$ cat config.mk
export PLATFORM = sky130hd
export DESIGN_NAME = result_writer
export DESIGN_NICKNAME = d
export VERILOG_FILES = /design/src/rtl/rt_pkg.sv /design/src/rtl/result_writer.sv
export SDC_FILE = /design/constraint.sdc
export NUM_CORES = 1
export LEC_CHECK = 0
export BUFFER_PORTS_ARGS = -buffer_cell sky130_fd_sc_hd__buf_2
export CAP_MARGIN = 30
export CORE_MARGIN = 4
export CORE_UTILIZATION = 37
export DETAILED_ROUTE_END_ITERATION = 7
export SLEW_MARGIN = 20
export SYNTH_ARGS = -nofsm -noshare
export SYNTH_HDL_FRONTEND = slang
export SYNTH_SLANG_ARGS = --single-unit
$ cat constraint.sdc
create_clock -name i_clk -period 6.8 [get_ports i_clk]
set_clock_uncertainty 0.1 [all_clocks]
set_input_delay 1.36 -clock i_clk [delete_from_list [all_inputs] [get_ports i_clk]]
set_output_delay 1.36 -clock i_clk [all_outputs]
set_load 0.005 [all_outputs]
$ cat src/rtl/rt_pkg.sv
// Shared types and helpers for the result writer: FSM states, record layout
// and the 16-bit beat selector.
package rt_pkg;

  typedef enum logic [1:0] {
    ST_IDLE  = 2'd0,
    ST_WRITE = 2'd1,
    ST_DONE  = 2'd2
  } wr_state_t;

  localparam int RES_NWORDS_HIT  = 3;
  localparam int RES_NWORDS_MISS = 1;

  localparam logic [2:0] LAST_BEAT_HIT  = 3'(2 * RES_NWORDS_HIT - 1);
  localparam logic [2:0] LAST_BEAT_MISS = 3'(2 * RES_NWORDS_MISS - 1);

  typedef struct packed {
    logic               hit;
    logic signed [31:0] t;
    logic [31:0]        tri_index;
  } result_t;

  // beat[2:1] picks the record word, beat[0] picks the half (low half first)
  function automatic logic [15:0] beat_half(input result_t r, input logic [2:0] beat);
    logic [31:0] word;
    case (beat[2:1])
      2'd0:    word = {31'd0, r.hit};
      2'd1:    word = r.t;
      2'd2:    word = r.tri_index;
      default: word = 32'd0;
    endcase
    beat_half = beat[0] ? word[31:16] : word[15:0];
  endfunction

endpackage

$ cat src/rtl/result_writer.sv
// Writes one intersection result record to SDRAM as 16-bit Avalon-MM beats.
// Optional statistics counters are enabled with `define RESULT_WRITER_STATS_EN.
module result_writer
  import rt_pkg::*;
#(
  parameter int HALF_STRIDE = 2
) (
  input  logic               i_clk,
  input  logic               i_rstn,
  input  logic               i_valid,
  output logic               o_ready,
  input  logic               i_hit,
  input  logic signed [31:0] i_t,
  input  logic [31:0]        i_tri_index,
  input  logic [31:0]        i_baseaddr,
  output logic               o_done,
  output logic               avm_m0_write,
  output logic [31:0]        avm_m0_address,
  output logic [15:0]        avm_m0_writedata,
  output logic [1:0]         avm_m0_byteenable,
  input  logic               avm_m0_waitrequest
`ifdef RESULT_WRITER_STATS_EN
  ,
  output logic [31:0]        o_rec_cnt,
  output logic [31:0]        o_hit_cnt
`endif
);

  localparam logic [31:0] STRIDE = 32'(HALF_STRIDE);

  wr_state_t   state;
  wr_state_t   next_state;
  logic [2:0]  beat;
  logic [2:0]  next_beat;
  result_t     rec;
  result_t     next_rec;
  logic [31:0] base;
  logic [31:0] next_base;
  logic [2:0]  last_beat;
  logic [31:0] next_addr;
  logic [15:0] next_data;

  // Next-state logic; a beat only counts when the slave is not stalling
  always_comb begin
    next_state = state;
    next_beat  = beat;
    next_rec   = rec;
    next_base  = base;
    last_beat  = rec.hit ? LAST_BEAT_HIT : LAST_BEAT_MISS;
    case (state)
      ST_IDLE: begin
        if (i_valid) begin
          next_state = ST_WRITE;
          next_beat  = 3'd0;
          next_rec   = '{hit: i_hit, t: i_t, tri_index: i_tri_index};
          next_base  = i_baseaddr;
        end else begin
          next_state = ST_IDLE;
        end
      end
      ST_WRITE: begin
        if (!avm_m0_waitrequest) begin
          next_beat = beat + 3'd1;
          if (beat == last_beat) begin
            next_state = ST_DONE;
          end else begin
            next_state = ST_WRITE;
          end
        end else begin
          next_state = ST_WRITE;
        end
      end
      ST_DONE: begin
        next_state = ST_IDLE;
      end
      default: begin
        next_state = ST_IDLE;
      end
    endcase
    next_addr = next_base + 32'(next_beat) * STRIDE;
    next_data = beat_half(next_rec, next_beat);
  end

  // State, capture and registered bus outputs derived from the next state
  always_ff @(posedge i_clk) begin
    if (!i_rstn) begin
      state             <= ST_IDLE;
      beat              <= 3'd0;
      rec               <= '0;
      base              <= 32'd0;
      o_ready           <= 1'b1;
      o_done            <= 1'b0;
      avm_m0_write      <= 1'b0;
      avm_m0_address    <= 32'd0;
      avm_m0_writedata  <= 16'd0;
      avm_m0_byteenable <= 2'b00;
    end else begin
      state             <= next_state;
      beat              <= next_beat;
      rec               <= next_rec;
      base              <= next_base;
      o_ready           <= (next_state == ST_IDLE);
      o_done            <= (next_state == ST_DONE);
      avm_m0_write      <= (next_state == ST_WRITE);
      avm_m0_byteenable <= (next_state == ST_WRITE) ? 2'b11 : 2'b00;
      if (next_state == ST_WRITE) begin
        avm_m0_address   <= next_addr;
        avm_m0_writedata <= next_data;
      end
    end
  end

`ifdef RESULT_WRITER_STATS_EN
  // Completed-record and hit counters, free-running with natural wrap
  always_ff @(posedge i_clk) begin
    if (!i_rstn) begin
      o_rec_cnt <= 32'd0;
      o_hit_cnt <= 32'd0;
    end else if (o_done) begin
      o_rec_cnt <= o_rec_cnt + 32'd1;
      if (rec.hit) begin
        o_hit_cnt <= o_hit_cnt + 32'd1;
      end
    end
  end
`endif

endmodule

; ---- Word-level counts from Yosys, hierarchy flattened
; Index checks and enable logic that the tools add are counted.
[word_totals]
register_bits = 155
in_bits = 101
out_inout_bits = 53
word_cells = 38
[classes]
n_addsub = 2
n_eq_ne = 6
mux = 15
reduce_logical = 3
[ops]
columns = cell, n
row1 = 65-bit 2-to-1 mux, 2
row2 = 32-bit case mux with 3 select lines, 1
row3 = 32-bit 2-to-1 mux, 2
row4 = 32-bit by 4-bit adder with 32-bit output, 1
row5 = 16-bit 2-to-1 mux, 1
row6 = 3-bit 2-to-1 mux, 3
row7 = "2-bit by 1-bit == test with 1-bit output, second input constant", 3
row8 = 2-bit zero test, 3
row9 = 2-bit 2-to-1 mux, 3
row10 = 3-bit case mux with 2 select lines, 1
row11 = "2-bit == test, second input constant", 2
row12 = 2-bit case mux with 2 select lines, 1
row13 = "3-bit by 1-bit adder with 3-bit output, second input constant", 1
row14 = 3-bit == test, 1
row15 = 1-bit 2-to-1 mux, 1

; ---- Logic depth before layout (Yosys ltp)
; Gate-level depths: netlist of the first run.
[depth]
ltp_word = 7
ltp_mapped = 17
ltp_nobuf = 12

; ---- Least setup slack after synthesis of the first run
; No wires, ideal clock.
[synth_timing]
path_kind = input to register
start = in i_valid
end = reg avm_m0_address[7]
setup_ns = 0.117
t_arrival_ns = 4.543
t_required_ns = 6.583
setup_slack_ns = 2.039
cell_stages = 16
path_buffers = 5
path_cell_list = nor3b_1 -> buf_2 -> buf_2 -> buf_2 -> buf_2 -> buf_2 -> nand2_1 -> nand2_1 -> ha_1 -> ha_1 -> or2_2 -> a2111oi_0 -> nor4_1 -> xnor2_1 -> nand2_1 -> a32o_1
[synth_between]
elab_chain_cells = 3
[synth_rtl]
columns = item, line
row1 = from (decl), result_writer.sv:10  ; input logic i_valid,
row2 = 32-bit 2-to-1 mux, result_writer.sv:52  ; if (i_valid) begin
row3 = 32-bit 2-to-1 mux, result_writer.sv:50  ; case (state)
row4 = named net next_base[1], result_writer.sv:38  ; logic [31:0] next_base;
row5 = 32-bit by 4-bit adder with 32-bit output, result_writer.sv:80  ; next_addr = next_base + 32'(next_beat) * STRIDE;
row6 = to (signal assigned), result_writer.sv:107  ; avm_m0_address <= next_addr;
row7 = to (decl), result_writer.sv:18  ; output logic [31:0] avm_m0_address,
; The timed path passes the listed nets, and every way through them passes these cells.
; A chain may end at the register's enable or synchronous reset.

; ---- Worst setup path after layout of the first run
[layout_timing]
start = in avm_m0_waitrequest
end = reg avm_m0_address[22]
[layout_between]
elab_chain_cells = 3
[layout_rtl]
columns = item, line
row1 = from (decl), result_writer.sv:21  ; input logic avm_m0_waitrequest
row2 = 3-bit 2-to-1 mux, result_writer.sv:62  ; if (!avm_m0_waitrequest) begin
row3 = 3-bit case mux with 2 select lines, result_writer.sv:50
row4 = named net next_beat[2], result_writer.sv:34  ; logic [2:0] next_beat;
row5 = 32-bit by 4-bit adder with 32-bit output, result_writer.sv:80
; The timed path passes the listed nets, and every way through them passes these cells.

==> results of run 1 <==
-- registers in the layout, summed over array words and instances (netlist names) --
name,cells
o_done,1
avm_m0_byteenable,1
o_ready,1
state,2
avm_m0_address,32
avm_m0_writedata,16
rec,65
base,32
beat,3
-- through the flow --
step	std cells	setup WS [ns]	instance area [sq um]	power (mW)
after CTS	1110	1.949	8293	2.191
after detailed placement	1078	1.516	7725	1.288
after global routing	1111	1.629	8295	2.266
after global placement	1077	1.485	7721	1.284
final	1111	1.915	8295	2.173
after floorplan	736	2.039	6815	1.177
-- worst max-delay path, delay by kind of cell --
kind / cells / cell delay, ns
muxes: 1 / 0.41
adders and majority gates: 1 / 0.40
AOI/OAI and AO/OA: 2 / 0.67
buffers and inverters: 2 / 0.45
and+or+nand+nor: 5 / 1.79
-- Yosys cell counts (all sizes together) (3+ instances only) --
| master | number | share of area (%) |
|---|---|---|
| a2111oi | 3 | 0.48 |
| a211oi | 5 | 0.55 |
| a21oi | 17 | 1.2 |
| a31oi | 3 | 0.28 |
| a32o | 16 | 2.3 |
| and3 | 5 | 0.46 |
| buf | 21 | 1.9 |
| clkbuf | 31 | 1.7 |
| dfxtp | 153 | 45 |
| ha | 5 | 0.92 |
| inv | 10 | 0.55 |
| mux2 | 4 | 0.66 |
| mux2i | 93 | 14 |
| nand2 | 64 | 3.5 |
| nand3 | 25 | 1.8 |
| nand4 | 8 | 0.73 |
| nor2 | 114 | 6.3 |
| nor3 | 12 | 0.88 |
| nor4 | 9 | 1.2 |
| nor4b | 4 | 0.51 |
| o211ai | 7 | 0.77 |
| o21ai | 22 | 1.7 |
| o221ai | 24 | 3.2 |
| o311ai | 7 | 0.90 |
| o31ai | 5 | 0.55 |
| or2 | 3 | 0.28 |
| or3 | 9 | 0.90 |
| xnor2 | 15 | 1.9 |
| xor2 | 6 | 0.77 |
-- routing by layer --
| layer | GRT usage [%] | vias up | wire length (um) |
|---|---|---|---|
| met5 | 0 | - | 13 |
| li1 | - | 2926 | - |
| met2 | 27.39 | 137 | 8761 |
| met1 | 26.38 | 2751 | 9450 |
| met3 | 4.925 | 36 | 990 |
| met4 | 6.938 | 2 | 425 |
-- area by class of cell --
class                      instances  area, sq um
sequential                       153         3063
antenna                            1        2.502
clock inverter                    10        93.84
fill                            1803         9729
tap                              229        286.5
multi-input combinational        519         3477
clock buffer                      22        474.2
inverter                          12        46.29
timing repair buffer             165        852.1
-- report_power, final --
part           leakage, nW  switching (mW)  internal [mW]
clock                0.273           0.374          0.533
sequential            1.26          0.0262          0.953
combinational         1.96           0.168          0.118
total                 3.49           0.568           1.60
-- cells by family (layout without fill, tap and decap cells) --
kind of cell             count (synthesis)  count (layout)  share of synthesized area (%)
adder cells (fa/ha/maj)                  5               5                         0.9179
flip-flops                             153             153                          44.94
XOR/XNOR                                21              21                          2.699
multiplexers                            97              97                          14.32
AO/OA/AOI/OAI                          129             129                          14.61
AND/OR/NAND/NOR                        267             267                          18.25
buffers and inverters                   64             209                          4.259
other                                    0               1                              0
-- path summary, 6_finish.rpt --
path,startpoint,endpoint,cells after the start
worst max-delay path,avm_m0_waitrequest,avm_m0_address[22],11
worst min register to register,avm_m0_address[15],avm_m0_address[15],2
worst max register to register,beat[1],avm_m0_address[22],11
worst min-delay path,avm_m0_address[15],avm_m0_address[15],2
==> metrics.txt, run 1 <==
largest net degree at the start of global routing=68; Top FF cell, synth=dfxtp_1; first-pass GRT wire length=30160 um; Peak supply drop=0.0001605 V; DR pass1 iterations=5; CP arrival=5.09 ns; FF-to-FF setup slack=2.37 ns; Avg WL per Cell=17.68 um; Worst Setup End Kind=register; DRT iter0 DRCs=397; CTS resizes=0; full die area=20660 sq um; Hold Crit Class=register to register; core area=18020 sq um; Die X=143.7 um; critical path's most frequent cell=nor2_1; CTS Hold Buffers Added=0; status=completed; post-synthesis sequential area ratio=44.94%; die height=143.7 um; DRC errors left=0; deepest clock path buffer count=2; Slew HR=39.27%; number of synthesized register bits=153; Routed Antenna Nets=0; area growth from synthesis to layout=21.72%; Crit path largest cell delay=0.56 ns; layout cells sized above 1=24.18%; Placer Congestion=0.8436; Crit path required time=7.01 ns; worst hold slack=0.3449 ns; worst-path fanout max=13; crit path cell chain=buf_2, nor2b_1, mux2i_1, o21a_1, clkinv_1, ha_1, nor2_1, nor2_1, nand2_1, or4_1, a32o_1; fin. max-slew vios=0; slew at the pin with the worst max-slew slack=0.9110 ns; Syn Area/Cell=9.260 sq um; starting density of the core=37.81%; GRT Util Overall=18.69%; commonest cells after routing, fill and taps aside=153 x dfxtp_1, 153 x buf_2, 113 x nor2_1; CTS tree=built; Leak=3.490 nW; Slowest-stage cell, CP=nor2_1; total gr overflow=0; Power Density=261.9 nW/um^2; Final Core Density=46.02%; Num CTS Buffers=17; clk slew on worst S/H paths=0.06 ns; clk root buf=clkbuf_16; clk_lat worst skew=0.42 ns; RSZ-0062 raised after global routing=false; Final setup viols=0; Max Clock Freq=204.7 MHz; Worst setup SP type=input port; Core Rows=49; Tcrit/Tclk final=71.84%; syn_nets=842; # H-tree levels=4; # clock sinks=153; Mapped Area=6815 sq um; DP HPWL=14000 um; setup_tns=0 ns; nets@finish=974; Synth Warn #=0; Port Buf Inserts=153; Async S/R FF share, synth=0%; Unique masters post-synth=65; Post-CTS Setup Bufs=0; Synth Instances=736; crit path time final=4.885 ns; Setup Crit Path Kind=input port to register; routed via count=5852; vias in the first global route=5500; maxcap violations=0; initial antenna violation count=2; EDFF count, synth=0; I/O pin count=154; Final Hold Fails=0; DR vias/cell=5.267; final wirelength=19640 um
Power figures use the tool's default switching activity.
==> run 2: changes to the inputs <==
- ABC_AREA: unset -> 1
- clock period: 6.8 -> 5.1 ns (I/O delays scaled with it)
==> run 2 against run 1 <==
  * Via count rose by 17%
  * Die area rose by 8.1%
  * Final cell count is 31% higher
  * Sequential power grew 36%
  * Largest power group is now the clock network
  * Highest routed layer unchanged
==> metrics.txt, run 2 <==
Post-Layout Cell Count=1454; Worst Hold Launch=avm_m0_writedata[8]; RSZ-0062 raised after global routing=false; Avg WL per Cell=14.31 um; Setup crit start=i_valid; Die X=149.4 um; CTS Hold Buffers Added=0; crit path time final=3.532 ns; Worst setup SP type=input port; Syn Area/Cell=7.100 sq um; Peak supply drop=0.0002431 V; Worst R2R Start=state[1]; Routed Antenna Nets=0; FF-to-FF setup slack=1.81 ns; nets@finish=1278; Cells after DPL=1417; layout cells sized above 1=20.84%; worst-path fanout max=22; Synth Instances=1042; clk root buf=clkbuf_16; largest net degree at the start of global routing=97; count leader, synth=nand2_1; setup_tns=0 ns; Largest register FFs=65; final wirelength=20800 um; Register-to-Register Path Depth=21; full die area=22320 sq um; most common cell after layout, fill and taps aside=nand2_1; Async S/R FF share, synth=0%; largest registers=rec x65, avm_m0_address x32, base x32; worst hold slack=0.3661 ns; DRT iter0 DRCs=411; status=completed; total gr overflow=0; EDFF count, synth=0; Crit path required time=5.33 ns; slew at the pin with the worst max-slew slack=0.8981 ns; post-synthesis sequential area ratio=41.40%; Post-synth top cells=220 x nand2_1, 207 x nor2_1, 153 x dfxtp_1; synth top area cells=dfxtp_1 41%, nand2_1 11%, nor2_1 11%, mux2i_1 7.2%, inv_1 5.9%; commonest cells after routing, fill and taps aside=219 x nand2_1, 207 x nor2_1, 153 x dfxtp_1, 153 x buf_2, 115 x inv_1; post-layout worst setup margin=1.568 ns; syn_nets=1148; # H-tree levels=4; Final Hold Fails=0; area growth from synthesis to layout=21.39%; clk_lat worst skew=0.43 ns; most flop-heavy register=rec; Post-CTS Setup Bufs=0; fin. max-slew vios=0; Unique masters post-synth=37; Core Rows=51; DP HPWL=15080 um; Placer Congestion=0.8820; Leak=4.550 nW; DR vias/cell=4.695; I/O pin count=154; Slew HR=40.06%; Design Area, Final=8981 sq um; worst slack at placement=1.154 ns; Tcrit/Tclk final=69.25%; Hold Crit Class=register to register; CTS tree=built; deepest clock path buffer count=2; Pwr Total=3.237 mW; routed via count=6827; Power Density=360.5 nW/um^2; Mapped Area=7398 sq um; hold path cells=2; vias in the first global route=6323; Port Buf Inserts=153; Final setup viols=0; maxcap violations=0; CP arrival=3.77 ns; largest area contributor in the synthesized netlist=dfxtp_1; Setup Crit Path Kind=input port to register; initial antenna violation count=9; starting density of the core=37.77%; # clock sinks=153; first-pass GRT wire length=32820 um; core area=19590 sq um; Final Core Density=45.85%; Max Clock Freq=283.1 MHz; Num CTS Buffers=17; CTS resizes=0; die height=149.4 um; clk slew on worst S/H paths=0.07 ns; DR pass1 iterations=5; Top FF cell, synth=dfxtp_1; number of synthesized register bits=153; DRC errors left=0; Yosys top cell area share=41.40%; area post-placement=8290 sq um; GRT Util Overall=18.70%; Worst Setup End Kind=register; Synth Warn #=0
## run 2: cell types whose count changed after synthesis, moves of 13 or more
cell	change
o22ai_1	+20
nand3_1	+34
o221ai_1	-23
xnor2_1	-14
mux2i_1	-40
nand2_1	+156
nand2_2	+13
nor2_1	+93
inv_1	+106
a32o_1	-16
## run 2: power by group
group / internal, mW / switching [mW]
Sequential: 1.29 / 0.0375
Combinational: 0.198 / 0.335
Clock: 0.801 / 0.578
## run 2: cell type report
type	instances	area, sq um
flip-flops and latches	153	3063
diodes	4	10.01
inverters	120	452.9
fillers	2053	10610
repair buffers	161	845.8
well taps	265	331.6
clock inverters	15	227.7
clock buffers	17	425.4
multi-input cells	719	3625
## run 2: cells by family (layout without fill, tap and decap cells)
family                   after synthesis  after routing  synth area share (%)
AO/OA/AOI/OAI                        103            103                 8.321
XOR/XNOR                               5              5                0.5919
adder cells (fa/ha/maj)                5              5                0.8456
buffers and inverters                170            313                 9.640
flip-flops                           153            153                 41.40
multiplexers                          53             53                 7.171
other                                  0              4                     0
AND/OR/NAND/NOR                      553            553                 32.03
## run 2: metal layers
metal	vias up	GRT usage, %	wire [um]
li1	3536	-	-
met1	3065	23.82	9420
met2	179	29.89	9283
met3	35	6.320	1617
met4	12	6.087	413
met5	-	0	69
## run 2: worst paths after layout
check / to
max: avm_m0_address[27]
min: avm_m0_writedata[8]
max reg2reg: avm_m0_address[27]
min reg2reg: avm_m0_writedata[8]
## run 2: worst max-delay path, cell delays in order
cell and delay (ns):
buf_2 0.19, nand2_1 0.11, nor2_2 0.03, buf_4 0.19, a31oi_1 0.16, nand2_1 0.08, buf_4 0.21, inv_1 0.37
ha_1 0.27, ha_1 0.15, inv_1 0.04, nand2_2 0.10, nand2_1 0.07, nand2_2 0.12, nand2_1 0.11, nor2_2 0.17
nand2_1 0.08, nand2_1 0.07, nand3_1 0.07, nand2_1 0.09, inv_1 0.03
==> run 3: changes to the inputs <==
- clock period: 5.1 -> 3.5 ns (I/O delays scaled with it)
==> run 3 against run 2 <==
  * Count of clock-buffer cells in the layout grew 4
  * First-iteration DRC count grew 18%
  * Sequential power increased by 46%
  * Via count is 1.5% higher
  * Sequential share of layout area is 0.062 points lower
  * Sequential cell count unchanged
  * Die area stayed put
  * Combinational power up 50%
==> metrics.txt, run 3 (synthesized netlist as in run 2, its figures left out) <==
largest net degree at the start of global routing=95; Worst Setup End Kind=register; Crit path required time=3.73 ns; Num CTS Buffers=17; switching share of power=28.84%; deepest clock path buffer count=2; worst hold slack=0.3609 ns; DP HPWL=15590 um; status=completed; RSZ-0062 raised after global routing=false; final wirelength=21420 um; Setup Crit Path Kind=register to register; P_int=3.280 mW; sequential power share=42.0%; crit path time final=2.799 ns; initial antenna violation count=7; commonest cells after routing, fill and taps aside=219 x nand2_1, 207 x nor2_1, 153 x dfxtp_1, 153 x buf_2, 115 x inv_1; Hold Crit Class=register to register; Worst R2R Start=state[1]; delay-heaviest family, CP=simple AND/OR/NAND/NOR gates; core area=19590 sq um; CTS resizes=0; Final setup viols=0; number of buffers and inverters on the critical path=2; clk slew on worst S/H paths=0.06 ns; clk root buf=clkbuf_16; Placer Congestion=0.8790; Avg WL per Cell=14.66 um; Max Clock Freq=357.3 MHz; area growth from synthesis to layout=21.61%; CP arrival=3.03 ns; Slowest-stage cell, CP=dfxtp_1; GRT Util Overall=19.35%; most common cell after layout, fill and taps aside=nand2_1; Sw Pwr=1.330 mW; critical path's most frequent cell=nand2_1; Crit path largest cell delay=0.48 ns; DRT iter0 DRCs=484; FF/Latch Area=3063 sq um; Setup crit start=state[1]; Worst Hold Launch=avm_m0_writedata[8]; Peak supply drop=0.0003947 V; most flop-heavy register=rec; Largest register FFs=65; total gr overflow=0; Core Rows=51; DR vias/cell=4.743; CTS Hold Buffers Added=0; setup_tns=0 ns; fin. max-slew vios=0; Port Buf Inserts=153; # clock sinks=153; area of the multi-input gates=3625 sq um; worst-path fanout max=40; crit path cell chain=nor2_4, nand2_4, buf_4, o21ai_1, nor2_1, nand3_1, nor2_1, nand2_1, nand2_1, nand3_1, nand2_1, inv_1; CTS tree=built; Slew HR=48.23%; first-pass GRT wire length=33750 um; Routed Antenna Nets=0; largest registers=rec x65, avm_m0_address x32, base x32; Worst setup SP type=register; DRC errors left=0; maxcap violations=0; Final Hold Fails=0; vias in the first global route=6368; Comb power frac=17.3%; routed via count=6930; # H-tree levels=4; I/O pin count=154; Tcrit/Tclk final=79.96%; # fillers=1995; full die area=22320 sq um; layout cells sized above 1=21.21%; clock power share=40.7%; nets@finish=1286; Post-CTS Setup Bufs=0; Leak=4.560 nW; Die X=149.4 um; clk_lat worst skew=0.43 ns; starting density of the core=37.77%; Power Density=512.4 nW/um^2; DR pass1 iterations=5; die height=149.4 um; slew at the pin with the worst max-slew slack=0.7766 ns
==> run 3: changes by cell type in the layout (fill, tap and decap cells not counted), sizes merged <==
cell / change
diode: -1
bufinv: -1
buf: +8
clkinvlp: +2
clkbuf: +4
inv: -4
clkinv: -1
==> run 3: per-stage QoR <==
stage	cells	total power [mW]	worst slack, ns	utilization (%)	area [sq um]
3_3_place_gp	1425	2.761	0.4110	42.69	8363
6_report	1461	4.610	0.7014	45.93	8997
5_1_grt	1460	4.849	0.4266	45.92	8995
3_5_place_dp	1425	2.769	0.3817	42.69	8363
2_1_floorplan	1042	2.492	0.6307	-	7398
4_1_cts	1457	4.653	0.7273	45.75	8962
==> run 3: area by class of cell <==
class                           instances  area share [%]
Multi-Input combinational cell        719           40.29
Sequential cell                       153           34.04
Timing Repair Buffer                  169           10.21
Clock buffer                           21           5.118
Inverter                              120           5.034
Tap cell                              265           3.685
Clock inverter                         11           1.544
Antenna cell                            3         0.08344
==> run 3: worst paths after layout <==
path                         end  slack [ns]  depth (start not counted)
min reg2reg  avm_m0_writedata[8]        0.36                          2
max reg2reg   avm_m0_address[28]        0.70                         12
min          avm_m0_writedata[8]        0.36                          2
max           avm_m0_address[28]        0.70                         12
==> run 3: power by group through the flow <==
stage / Sequential (mW) / Clock [mW] / Combinational, mW
after CTS: 1.94 / 1.92 / 0.798
final: 1.94 / 1.88 / 0.796
after global routing: 1.95 / 2.00 / 0.902
after detailed placement: 1.98 / 0 / 0.793
after global placement: 1.97 / 0 / 0.788
after floorplan: 1.96 / 0 / 0.530
==> run 3: worst reg2reg max path: cells and delay by family (launching register included) <==
family          cells  cell delay [ns]
flops               1             0.48
compound gates      1             0.27
simple gates        9             1.41
buf+inv             2             0.45
==> run 3: layer usage <==
layer | part of all wire (%) | vias to the layer above | track usage, %
li1 | - | 3555 | -
met1 | 45 | 3133 | 25.21
met2 | 46 | 195 | 30.45
met3 | 7.6 | 39 | 6.229
met4 | 2.0 | 8 | 6.362
met5 | 0.20 | - | 0
